--- src/rtl/spi_mem_arbiter.sv ---
// Shares one SPI RAM bus between the CPU fetch and data ports; one 16-bit transaction per grant.
// Optional: define SPI_MEM_ROUND_ROBIN_EN for round-robin arbitration (default: data over fetch).
module spi_mem_arbiter #(
    parameter int         ADDR_W    = 24,
    parameter int         DATA_W    = 16,
    parameter logic [7:0] CMD_READ  = 8'h03,
    parameter logic [7:0] CMD_WRITE = 8'h02
) (
    input  logic              clk,
    input  logic              rst_n,
    input  logic              f_req,
    input  logic [ADDR_W-1:0] f_addr,
    output logic [DATA_W-1:0] f_rdata,
    output logic              f_ack,
    input  logic              d_req,
    input  logic              d_we,
    input  logic [ADDR_W-1:0] d_addr,
    input  logic [DATA_W-1:0] d_wdata,
    output logic [DATA_W-1:0] d_rdata,
    output logic              d_ack,
    output logic              spi_select,
    output logic              spi_clk,
    output logic              spi_mosi,
    input  logic              spi_miso,
    output logic              busy
);
    localparam int FRAME_W = 8 + ADDR_W + DATA_W;
    localparam int CNT_W   = $clog2(FRAME_W);

    typedef enum logic [1:0] {IDLE, SHIFT, DONE, GAP} state_t;

    state_t             state, state_nxt;
    logic               phase;
    logic [CNT_W-1:0]   bit_cnt;
    logic [FRAME_W-1:0] frame;
    logic [DATA_W-1:0]  rx;
    logic               sel_d;
    logic               we_q;
    logic               any_req;
    logic               grant_d;

    assign any_req = f_req | d_req;

`ifdef SPI_MEM_ROUND_ROBIN_EN
    // last_f = 1 means fetch was served last, so data wins the next tie
    logic last_f;
    assign grant_d = d_req & (~f_req | last_f);

    always_ff @(posedge clk or negedge rst_n) begin
        if (!rst_n)
            last_f <= 1'b1;
        else if (state == IDLE && any_req)
            last_f <= ~grant_d;
    end
`else
    assign grant_d = d_req;
`endif

    always_ff @(posedge clk or negedge rst_n) begin
        if (!rst_n)
            state <= IDLE;
        else
            state <= state_nxt;
    end

    always_comb begin
        state_nxt = state;
        case (state)
            IDLE:    if (any_req) state_nxt = SHIFT;
            SHIFT:   if (phase && bit_cnt == '0) state_nxt = DONE;
            DONE:    state_nxt = GAP;
            GAP:     state_nxt = IDLE;
            default: state_nxt = IDLE;
        endcase
    end

    // Pin outputs are registered decodes of the current state, so they trail it by one cycle.
    always_ff @(posedge clk or negedge rst_n) begin
        if (!rst_n) begin
            phase      <= 1'b0;
            bit_cnt    <= '0;
            frame      <= '0;
            rx         <= '0;
            sel_d      <= 1'b0;
            we_q       <= 1'b0;
            f_rdata    <= '0;
            d_rdata    <= '0;
            f_ack      <= 1'b0;
            d_ack      <= 1'b0;
            spi_select <= 1'b0;
            spi_clk    <= 1'b0;
            spi_mosi   <= 1'b0;
            busy       <= 1'b0;
        end else begin
            spi_select <= (state == SHIFT);
            spi_clk    <= (state == SHIFT) && phase;
            busy       <= (state != IDLE);
            f_ack      <= (state == DONE) && !sel_d;
            d_ack      <= (state == DONE) && sel_d;
            case (state)
                IDLE: if (any_req) begin
                    sel_d   <= grant_d;
                    we_q    <= grant_d & d_we;
                    phase   <= 1'b0;
                    bit_cnt <= CNT_W'(FRAME_W - 1);
                    if (grant_d)
                        frame <= {(d_we ? CMD_WRITE : CMD_READ), d_addr, d_wdata};
                    else
                        frame <= {CMD_READ, f_addr, {DATA_W{1'b0}}};
                end
                SHIFT: begin
                    phase <= ~phase;
                    if (!phase) begin
                        spi_mosi <= frame[FRAME_W-1];
                    end else begin
                        frame   <= frame << 1;
                        bit_cnt <= bit_cnt - 1'b1;
                        if (bit_cnt < CNT_W'(DATA_W))
                            rx <= {rx[DATA_W-2:0], spi_miso};
                    end
                end
                DONE: begin
                    spi_mosi <= 1'b0;
                    if (!we_q) begin
                        if (sel_d) d_rdata <= rx;
                        else       f_rdata <= rx;
                    end
                end
                default: ;
            endcase
        end
    end
endmodule

--- config.mk ---
export PLATFORM = sky130hd
export DESIGN_NAME = spi_mem_arbiter
export DESIGN_NICKNAME = d
export VERILOG_FILES = /design/src/rtl/spi_mem_arbiter.sv
export SDC_FILE = /design/constraint.sdc
export NUM_CORES = 1
export LEC_CHECK = 0
export CAP_MARGIN = 15
export CORE_ASPECT_RATIO = 1.4
export CORE_MARGIN = 4
export CORE_UTILIZATION = 45
export DETAILED_ROUTE_END_ITERATION = 10
export DONT_BUFFER_PORTS = 1
export GPL_TIMING_DRIVEN = 1
export SLEW_MARGIN = 20
export SYNTH_ARGS = -nofsm -noshare
export SYNTH_HDL_FRONTEND = slang
export SYNTH_SLANG_ARGS = --single-unit
--- constraint.sdc ---
create_clock -name clk -period 3.55 [get_ports clk]
set_input_delay 0.71 -clock clk [delete_from_list [all_inputs] [get_ports clk]]
set_output_delay 0.71 -clock clk [all_outputs]
set_load 0.005 [all_outputs]
Word level (Yosys, flattened, before mapping)
Cells that the tools add are included.
Widths: inputs -> output; s select.
{ "totals": {"regBits": 113, "input_bits": 70, "word_cells": 62} }
{ "classes": {"n_addsub": 1, "order_cmp": 1, "eq_ne": 7, "muxes": 15, "bitwise": 5, "reduce_logical": 18} }
{ "op_table": {"columns": ["operator", "count"], "rows": [
  ["$mux 48", 2],
  ["$pmux 48 s2", 1],
  ["$mux 41", 1],
  ["$mux 6", 2],
  ["$pmux 6 s2", 1],
  ["$reduce_and 3->1", 4],
  ["$ne 2x2->1 const B", 4],
  ["$pmux 2 s4", 1],
  ["$reduce_and 2->1", 4],
  ["$logic_not 6->1", 1],
  ["$lt 6x5->1 const B", 1],
  ["$reduce_bool 2->1", 3],
  ["$sub 6x1->6 const B", 1],
  ["$eq 2x2->1 const B", 2],
  ["$logic_and 1x1->1", 4],
  ["$mux 2", 2],
  ["$pmux 1 s2", 2],
  ["$mux 1", 3],
  ["$not 1->1", 3],
  ["$eq 2x1->1 const B", 1],
  ["$logic_not 2->1", 1],
  ["$and 1x1->1", 1],
  ["$logic_not 1->1", 1],
  ["$or 1x1->1", 1]
]} }

Logic depth before layout (Yosys ltp)
Gate-level depths: netlist of run 1.
{ "logic_depth": {"word_depth": 4, "depth_mapped": 9} }

Least setup slack after synthesis of run 1
OpenSTA, ideal clock, no wires.
{ "synth_timing": {"path_type": "register to register", "start": "reg state[1]", "end": "reg rx[10]", "setup_time_ns": 0.125, "t_arrival_ns": 1.718, "required_time_ns": 3.425, "setup_slack_ns": 1.707, "stages_incl_launch_ff": 7, "period_less_slack_ns": 1.843, "cell_sequence": "dfrtp_1 inv_1 ha_1 nand2_1 nor3_2 buf_4 mux2_2"} }
{ "synth_between": {"elab_chain_cells": 2} }
{ "synth_rtl": {"columns": ["element", "line_no", "rtl"], "rows": [
  ["from (decl)", "32", "state_t state, state_nxt;"],
  ["from (signal assigned)", "63", "state <= state_nxt;"],
  ["$eq 2x1->1", "100", "case (state)"],
  ["$reduce_and 3->1 (no source line)", null, null],
  ["to (signal assigned)", "119", "rx <= {rx[DATA_W-2:0], spi_miso};"],
  ["to (decl)", "36", "logic [DATA_W-1:0] rx;"]
]} }
No other way between the ends.
A chain may end at the register's enable or synchronous reset.

Final worst setup path of run 1
{ "layout_timing": {"start": "reg state[1]", "end": "reg rx[13]"} }
Same word-level chain as after synthesis.

==> run metrics, run 1 <==
Bufs on Longest Clock Path=2; # diodes=0; Slew Limit Fails=0; CP max stage delay=0.61 ns; crit path DAT=2.76 ns; Inserted Clock Buffers=17; worst reg2reg endpoint=rx[13]; sw frac=19.3%; Die Wd=97.4 um; commonest non-fill, non-tap cell in the layout=dfrtp_1; sequential share of power=41.4%; number of global-route vias before repair=approximately 3400; outcome=finished clean; CP Class=flop to flop; internal power=around 2600 uW; I/O Buffers=0; overall power=roughly 3200 uW; Nets=504; wire per inst=16.9 um; num rows=45; min Tclk post-route=2.47 ns; Worst Max-Slew Pin Slew=0.838 ns; Final GP Congestion=between 0.7 and 0.8; final non-filler cell total=581; Mean Syn Cell Area=11.7 sq um; Tcrit/Tclk final=69.7%; vias per std cell=5.42; vias=3151; sequential-to-total area share from yosys stat=56.2%; Post-CTS Resized=0; #FFs+latches synth=113; commonest cells after routing, fill and taps aside=dfrtp_1, nor2_1, mux2_2; Starting Density=46.1%; synthesized area=5030 sq um; chip height=133 um; final-report hold violation count=0; latest clock arrival within the worst-skew pair=0.41 ns; largest net degree at the start of global routing=114; combinational power share=roughly 2.2%; Fillers=951; ANT nets after route=0; Startpoint Class=flop; max cap viols=0; Initial DRT Pass Iterations=4; number of synthesized flops with an enable pin=0; CTS tree=built; clock-pin slew on the worst setup and hold paths=0.05 ns; delay-heaviest family, CP=buffers and inverters; Final HPWL DP=6320 um; CP endpoint kind=flop; Fmax achieved=0.404 GHz; Async SR Flop Fraction=100%; DR DRC count=0; Worst Path Max Fanout=between 70 and 80; crit path cell chain=inv_1, ha_2, buf_4, nand2_1, nor3_2, buf_4, mux2_2; clk root buf=clkbuf_16; global-route wire length before repair=16700 um; switching pwr=618 uW; GR Overflow Total=0; Gate Count Post-Synth=430; synth unique cells=39; # Post-CTS Setup Buffers=0; register area=2830 sq um; CTS sink count=113; Area growth syn-to-layout=14.6%; count of final setup violators=0; r2r startpoint=state[1]; Yosys warning count=0; worst r2r path cells=7; Clock Skew=0.00613 ns; unrepaired setup endpoints after global routing=no; power per cell area=555 nW/um^2; CP max-delay cell=buf_4; antenna violations before repair=0; I/O pins=108; placed insts=549; Synth Flop Type=dfrtp_1; worst setup margin=1.08 ns; Leak=0.00275 uW; routed wire length=9830 um; Die Footprint=around 13000 sq um; Hold Path Class=input pin to asynchronous set/reset pin; H-tree depth reported by CTS=4; Setup TNS Final=0 ns; Syn Nets=just over 500; Clock Power Share=a little under three fifths; CP most frequent cell=buf_4; Critical path buffers and inverters=3; worst slack at placement=around 1.1 ns; Tot GR Track Use=between 15 and 20%; number of DRC markers in iteration 0=147; layout cell share with drive strength beyond 1=24.1%; Multi-input gate area=between 2000 and 2500 sq um; Rel. slew slack=around 44%; Req. time, crit path=3.83 ns; R2R Setup Slk=1.08 ns; area of the core=10900 sq um; Worst IR Drop VDD=0.000314 V
## per-stage QoR
step | hold WS (ns) | instance area, sq um | utilization, %
3_3_place_gp | 0.417 | 5110 | 46.8
6_report | 0.226 | 5770 | 52.8
2_1_floorplan | 0.414 | 5030 | -
5_1_grt | 0.287 | 5770 | 52.8
3_5_place_dp | 0.417 | 5110 | 46.8
4_1_cts | 0.273 | 5770 | 52.8
## repair_timing
item | CTS | global route
endpoints found under the hold margin | 113 | 0
setup endpoints to repair | 0 | 0
hold buffers | 1 | 0
## flip-flops by register name, indices dropped and copies added, names as in the netlist, 2 cells and up
signal / cells
frame: 48
f_rdata: 16
state: 2
rx: 16
d_rdata: 16
bit_cnt: 6
## logic make-up after synthesis
group	count (synthesis)	synth area share [%]
adder cells (fa/ha/maj)	6	1.49
buffers and inverters	34	3.63
AO/OA/AOI/OAI	85	12.3
AND/OR/NAND/NOR	114	9.82
multiplexers	75	16.1
XOR/XNOR	3	0.522
flip-flops	113	56.2
## cell type report
class                           count  area share (%)
Clock buffer                       21            8.32
Clock inverter                     10            2.71
Inverter                            7           0.455
Multi-Input combinational cell    283            35.1
Sequential cell                   113            49.0
Tap cell                          141            3.06
Timing Repair Buffer                6            1.34
## layer usage
metal | vias up | GRT usage (%) | part of all wire [%] | routed length [um]
met4 | 0 | 8.31 | 2.2 | 216
met1 | 1540 | 18.6 | 41 | 4050
li1 | 1502 | - | - | -
met5 | - | 0 | 0 | 0
met2 | 92 | 26.9 | 50 | 4890
met3 | 17 | 5.34 | 6.8 | 669
## power groups by stage
stage,Clock (uW),Sequential (uW),Combinational [uW]
6_report,1800,1330,70.7
3_3_place_gp,0,1350,42.9
4_1_cts,1850,1330,74.1
5_1_grt,1910,1330,83.6
2_1_floorplan,0,1340,46.5
3_5_place_dp,0,1350,44.8
## cells in the mapped netlist, types with 2 or more instances
cell,instances,area (sq um)
dfrtp_1,113,2830
nor2_1,63,236
mux2_2,49,552
nand2_1,32,120
a21oi_1,27,135
o21ai_0,27,135
mux2i_1,26,260
a221oi_2,12,180
buf_4,10,75.1
a22o_1,9,78.8
inv_1,7,26.3
buf_2,6,30.0
ha_1,6,75.1
buf_1,5,18.8
a221oi_1,3,26.3
clkbuf_1,3,11.3
nor2b_1,3,18.8
xnor2_1,3,26.3
clkbuf_2,2,10.0
nand2b_1,2,12.5
nor3_1,2,10.0
nor4_1,2,12.5
or2_2,2,12.5
## worst reg2reg max path, stage by stage (launching register included)
cell     delay, ns
dfrtp_1       0.39
inv_1         0.11
ha_2          0.20
buf_4         0.61
nand2_1       0.26
nor3_2        0.16
buf_4         0.26
mux2_2        0.37
## how the worst max path moves through the flow
| stage | from | to | slack, ns | cells after the start |
|---|---|---|---|---|
| finish | state[1] | rx[13] | 1.08 | 7 |
| global route | state[1] | frame[3] | 0.81 | 7 |
| CTS | state[1] | rx[13] | 1.04 | 7 |
| detailed placement | state[0] | frame[2] | 1.05 | 7 |
| global placement | state[1] | rx[12] | 1.10 | 7 |
| floorplan | state[1] | rx[10] | 1.71 | 6 |
(Power assumes the default switching activity.)
==> inputs of run 2 (changes only) <==
==> constraint.sdc (replaced) <==
create_clock -name clk -period 2.4 [get_ports clk]
set_input_delay 0.48 -clock clk [delete_from_list [all_inputs] [get_ports clk]]
set_output_delay 0.48 -clock clk [all_outputs]
set_load 0.005 [all_outputs]
==> run metrics, run 2 (same netlist as run 1, synthesis figures left out) <==
delay-heaviest family, CP=simple AND/OR/NAND/NOR gates; count of final setup violators=0; outcome=complete, but fails checks; I/O pins=about 110; latest clock arrival within the worst-skew pair=approximately 0.40 ns; GR Overflow Total=0; placed insts=554; largest net degree at the start of global routing=about 110; Clock Skew=0.00763 ns; Hold Path Class=input pin to asynchronous set/reset pin; overall power=4790 uW; vias=between 3000 and 4000; Area growth syn-to-layout=15.3%; H-tree depth reported by CTS=4; num rows=45; routed wire length=between 9000 and 10000 um; ANT nets after route=0; global-route wire length before repair=16200 um; CTS sink count=113; Nets=between 500 and 600; Min Hold Slack=-0.226 ns; clk root buf=clkbuf_16; area of the core=10900 sq um; wire per inst=16.2 um; R2R Setup Slk=0.37 ns; worst r2r path cells=6; Initial DRT Pass Iterations=4; worst reg2reg endpoint=frame[18]; Fillers=960; Inserted Clock Buffers=17; CP Class=flop to flop; register area=2830 sq um; largest reg by FF count=frame; final-report hold violation count=approximately 110; min Tclk post-route=2.03 ns; # diodes=0; vias per std cell=5.36; final non-filler cell total=586; number of DRC markers in iteration 0=between 100 and 150; Die Wd=97.4 um; CTS tree=built; Worst Path Max Fanout=46; Worst path depth=6; Fmax achieved=0.493 GHz; Rel. slew slack=52.3%; I/O Buffers=0; unrepaired setup endpoints after global routing=no; CP max stage delay=roughly 0.37 ns; Startpoint Class=flop; number of global-route vias before repair=3282; Die Footprint=13000 sq um; max cap viols=0; power per cell area=825 nW/um^2; Setup TNS Final=0 ns; r2r startpoint=state[0]; crit path cell chain=inv_1, ha_1, nor3b_4, or2_4, buf_6, o21ai_0; worst slack at placement=0.143 ns; Req. time, crit path=~2.7 ns; commonest cells after routing, fill and taps aside=dfrtp_1, nor2_1, mux2_2; max reg flops=48; layout cell share with drive strength beyond 1=24.7%; Leak=0.00277 uW; DR DRC count=0; crit path DAT=between 2 and 2.5 ns; Multi-input gate area=a little over 2000 sq um; Final HPWL DP=~6300 um; antenna violations before repair=0; violated checks=hold timing; Worst IR Drop VDD=0.000468 V; # Post-CTS Setup Buffers=0; commonest non-fill, non-tap cell in the layout=dfrtp_1; Starting Density=46.1%; CP max-delay cell=dfrtp_1; worst setup margin=0.374 ns; Tcrit/Tclk final=roughly 84%; CP endpoint kind=flop; chip height=between 100 and 150 um; Critical path buffers and inverters=2; Slew Limit Fails=0; Bufs on Longest Clock Path=2; clock-pin slew on the worst setup and hold paths=0.05 ns; Tot GR Track Use=roughly 16%; Worst Max-Slew Pin Slew=0.714 ns; Final GP Congestion=0.712
[run 2: power breakdown]
part / internal, uW / leakage (uW) / switching, uW
clock: 1950 / 0.000330 / 823
sequential: 1940 / 0.00149 / 21.6
combinational: 42.8 / 0.000947 / 20.8
total: 3930 / 0.00277 / 865
[run 2: area by class of cell]
| cell class | count | area share [%] |
|---|---|---|
| Clock inverter | 10 | 3.08 |
| Timing Repair Buffer | 10 | 1.36 |
| Tap cell | 141 | 3.04 |
| Sequential cell | 113 | 48.7 |
| Inverter | 7 | 0.452 |
| Multi-Input combinational cell | 283 | 35.0 |
| Clock buffer | 22 | 8.34 |
[run 2: worst max-delay path by stage]
stage,start,end
3_5_place_dp,state[0],frame[24]
2_1_floorplan,state[1],rx[10]
5_1_grt,state[0],frame[37]
3_3_place_gp,state[0],frame[19]
4_1_cts,state[0],frame[18]
6_report,state[0],frame[18]
[run 2: repair_timing]
item | in CTS | in global routing
resized for setup | 0 | 3
endpoints found under the setup margin | 0 | 24
endpoints found under the hold margin | 113 | 113
[run 2: metrics by stage]
stage	hold slack, ns	instance area, sq um	util (%)
after CTS	-0.246	5800	53.1
after global placement	0.187	5130	47.0
after global routing	-0.251	5810	53.2
after floorplan	0.184	5030	-
final	-0.226	5810	53.2
after detailed placement	0.187	5130	47.0
[run 2: metal layers]
metal	GRT usage (%)	vias to the layer above	wire length [um]
li1	-	1514	-
met1	19.4	1532	4210
met2	24.4	85	4520
met3	5.13	12	599
met4	7.16	0	160
met5	0	-	0
==> inputs of run 3 (changes only) <==
--- a/config.mk
+++ b/config.mk
@@ -5,6 +5,7 @@
 export SDC_FILE = /design/constraint.sdc
 export NUM_CORES = 1
 export LEC_CHECK = 0
+export ABC_AREA = 1
 export CAP_MARGIN = 15
 export CORE_ASPECT_RATIO = 1.4
 export CORE_MARGIN = 4
==> constraint.sdc (replaced) <==
create_clock -name clk -period 1.92 [get_ports clk]
set_input_delay 0.384 -clock clk [delete_from_list [all_inputs] [get_ports clk]]
set_output_delay 0.384 -clock clk [all_outputs]
set_load 0.005 [all_outputs]
==> run metrics, run 3 <==
latest clock arrival within the worst-skew pair=0.40 ns; commonest non-fill, non-tap cell in the layout=nand2_1; Area growth syn-to-layout=12.4%; # diodes=0; cell area after layout=5580 sq um; final-report hold violation count=113; Hold Path Class=input pin to asynchronous set/reset pin; chip height=132 um; vias=3629; number of synthesized flops with an enable pin=0; Post-DP Area=~5100 sq um; Synth area leader=dfrtp_1; sw frac=35.1%; Fmax achieved=0.599 GHz; routed wire length=10400 um; CP endpoint kind=flop; number of DRC markers in iteration 0=between 200 and 250; Rel. slew slack=65.3%; # Post-CTS Setup Buffers=0; Slew Limit Fails=0; Min Hold Slack=-0.319 ns; Clock Skew=0.00635 ns; Post-CTS Resized=0; CP Class=flop to flop; Synth area leaders=dfrtp_1, nand2_1, o21ai_0; Starting Density=45.9%; ANT nets after route=0; synth unique cells=23; Synth top cells by count=nand2_1, dfrtp_1, o21ai_0; unrepaired setup endpoints after global routing=no; Setup crit start=state[0]; sequential share of power=37.5%; Synth Flop Type=dfrtp_1; Tcrit/Tclk final=86.9%; Gate Count Post-Synth=561; sequential-to-total area share from yosys stat=57.0%; area of the core=10800 sq um; Fillers=1033; CTS tree=built; count leader, synth=nand2_1; Inserted Clock Buffers=17; Worst Path Max Fanout=50; antenna violations before repair=0; Leak=around 0.0026 uW; Tot GR Track Use=17.2%; largest reg by FF count=frame; crit path DAT=1.95 ns; count of final setup violators=0; clock-pin slew on the worst setup and hold paths=0.05 ns; I/O Buffers=0; Synth top area share=a little under three fifths; #FFs+latches synth=about 110; vias per std cell=5.14; Yosys warning count=0; number of global-route vias before repair=3626; combinational power share=31.8%; outcome=complete, but fails checks; Mean Syn Cell Area=8.85 sq um; commonest cells after routing, fill and taps aside=nand2_1, dfrtp_1, o21ai_0; max cap viols=0; Final GP Congestion=0.749; Worst IR Drop VDD=0.00106 V; violated checks=hold timing; Die Footprint=around 13000 sq um; Worst Max-Slew Pin Slew=~0.52 ns; power per cell area=1610 nW/um^2; CTS sink count=around 110; min Tclk post-route=roughly 1.7 ns; Setup TNS Final=0 ns; clk root buf=clkbuf_16; switching pwr=3160 uW; Final HPWL DP=between 6000 and 7000 um; H-tree depth reported by CTS=4; wire per inst=around 15 um; max reg flops=48; Die Wd=96.8 um; internal power=5840 uW; r2r startpoint=state[0]; DR DRC count=0; num rows=45; global-route wire length before repair=between 15000 and 20000 um; Nets=633; Initial DRT Pass Iterations=6; layout cell share with drive strength beyond 1=10.1%; GR Overflow Total=0; largest net degree at the start of global routing=~110; Clock Power Share=30.8%; Syn Nets=637; I/O pins=108; Startpoint Class=flop; synthesized area=4960 sq um; Async SR Flop Fraction=100%; Bufs on Longest Clock Path=2; Req. time, crit path=2.20 ns
-- run 3: cell count changes after synthesis, sizes merged, moves of 8 or more --
cell,change
a22o,-9
o22ai,+8
mux2,-49
clkbuf,+15
o21ai,+87
mux2i,-26
a221oi,-15
inv,+39
nand3,+37
buf,-10
nor2,-51
a21oi,-22
a22oi,+14
nand2,+137
-- run 3: cells by family (layout without fill, tap and decap cells) --
logic type | after synthesis | in the layout | share of synthesized area [%]
and+or+nand+nor | 220 | 220 | 18.0
AOI/OAI and AO/OA | 144 | 144 | 16.5
adders and majority gates | 6 | 6 | 1.51
DFF | 113 | 113 | 57.0
buffers and inverters | 78 | 82 | 7.03
-- run 3: final timing paths --
path | cells past startpoint | slack, ns | endpoint
setup / recovery | 10 | 0.25 | frame[16]
hold / removal | 0 | -0.32 | frame[34]
setup reg to reg | 10 | 0.25 | frame[16]
hold reg to reg | 2 | 0.47 | frame[18]
max in group asynchronous | 0 | 2.05 | spi_select
min in group clk | 2 | 0.14 | sel_d
-- run 3: final cells by class --
| cell class | count | area, sq um | share of cell area, % |
|---|---|---|---|
| multi-input combinational | 370 | 1790 | 32.0 |
| inverter | 46 | 175 | 3.14 |
| timing repair buffer | 9 | 92.6 | 1.66 |
| clock inverter | 8 | 67.6 | 1.21 |
| sequential | 113 | 2830 | 50.7 |
| clock buffer | 19 | 453 | 8.12 |
| tap | 141 | 176 | 3.16 |
-- run 3: power by group through the flow --
stage / clock network [uW] / registers, uW / logic, uW
finish: 2770 / 3370 / 2860
global route: 2950 / 3450 / 3280
CTS: 2850 / 3380 / 2890
detailed placement: 0 / 3400 / 2870
global placement: 0 / 3390 / 2790
floorplan: 0 / 3300 / 2440
-- run 3: per-stage QoR --
| stage | setup WS (ns) | std cells | total power (uW) | util (%) | hold slack (ns) |
|---|---|---|---|---|---|
| floorplan | 0.283 | 561 | 5740 | - | 0.0884 |
| global placement | 0.319 | 679 | 6180 | 46.8 | 0.0924 |
| detailed placement | 0.250 | 679 | 6280 | 46.8 | 0.0931 |
| CTS | 0.233 | 706 | 9120 | 51.6 | -0.343 |
| global route | 0.0850 | 706 | 9680 | 51.6 | -0.344 |
| finish | 0.251 | 706 | 9000 | 51.6 | -0.319 |
-- run 3: worst max-delay path: stages (launching register included) --
cell     delay [ns]
dfrtp_1        0.40
inv_1          0.11
ha_1           0.24
inv_2          0.09
nand2_1        0.09
nand2_1        0.08
nor2_4         0.12
inv_2          0.07
buf_12         0.18
nand2_1        0.10
o21ai_2        0.05
-- run 3: per-layer routing --
metal	share of wire (%)	GRT usage, %
met5	0	0
met4	1.7	8.04
met3	8.0	6.72
met2	47	26.8
met1	44	20.9
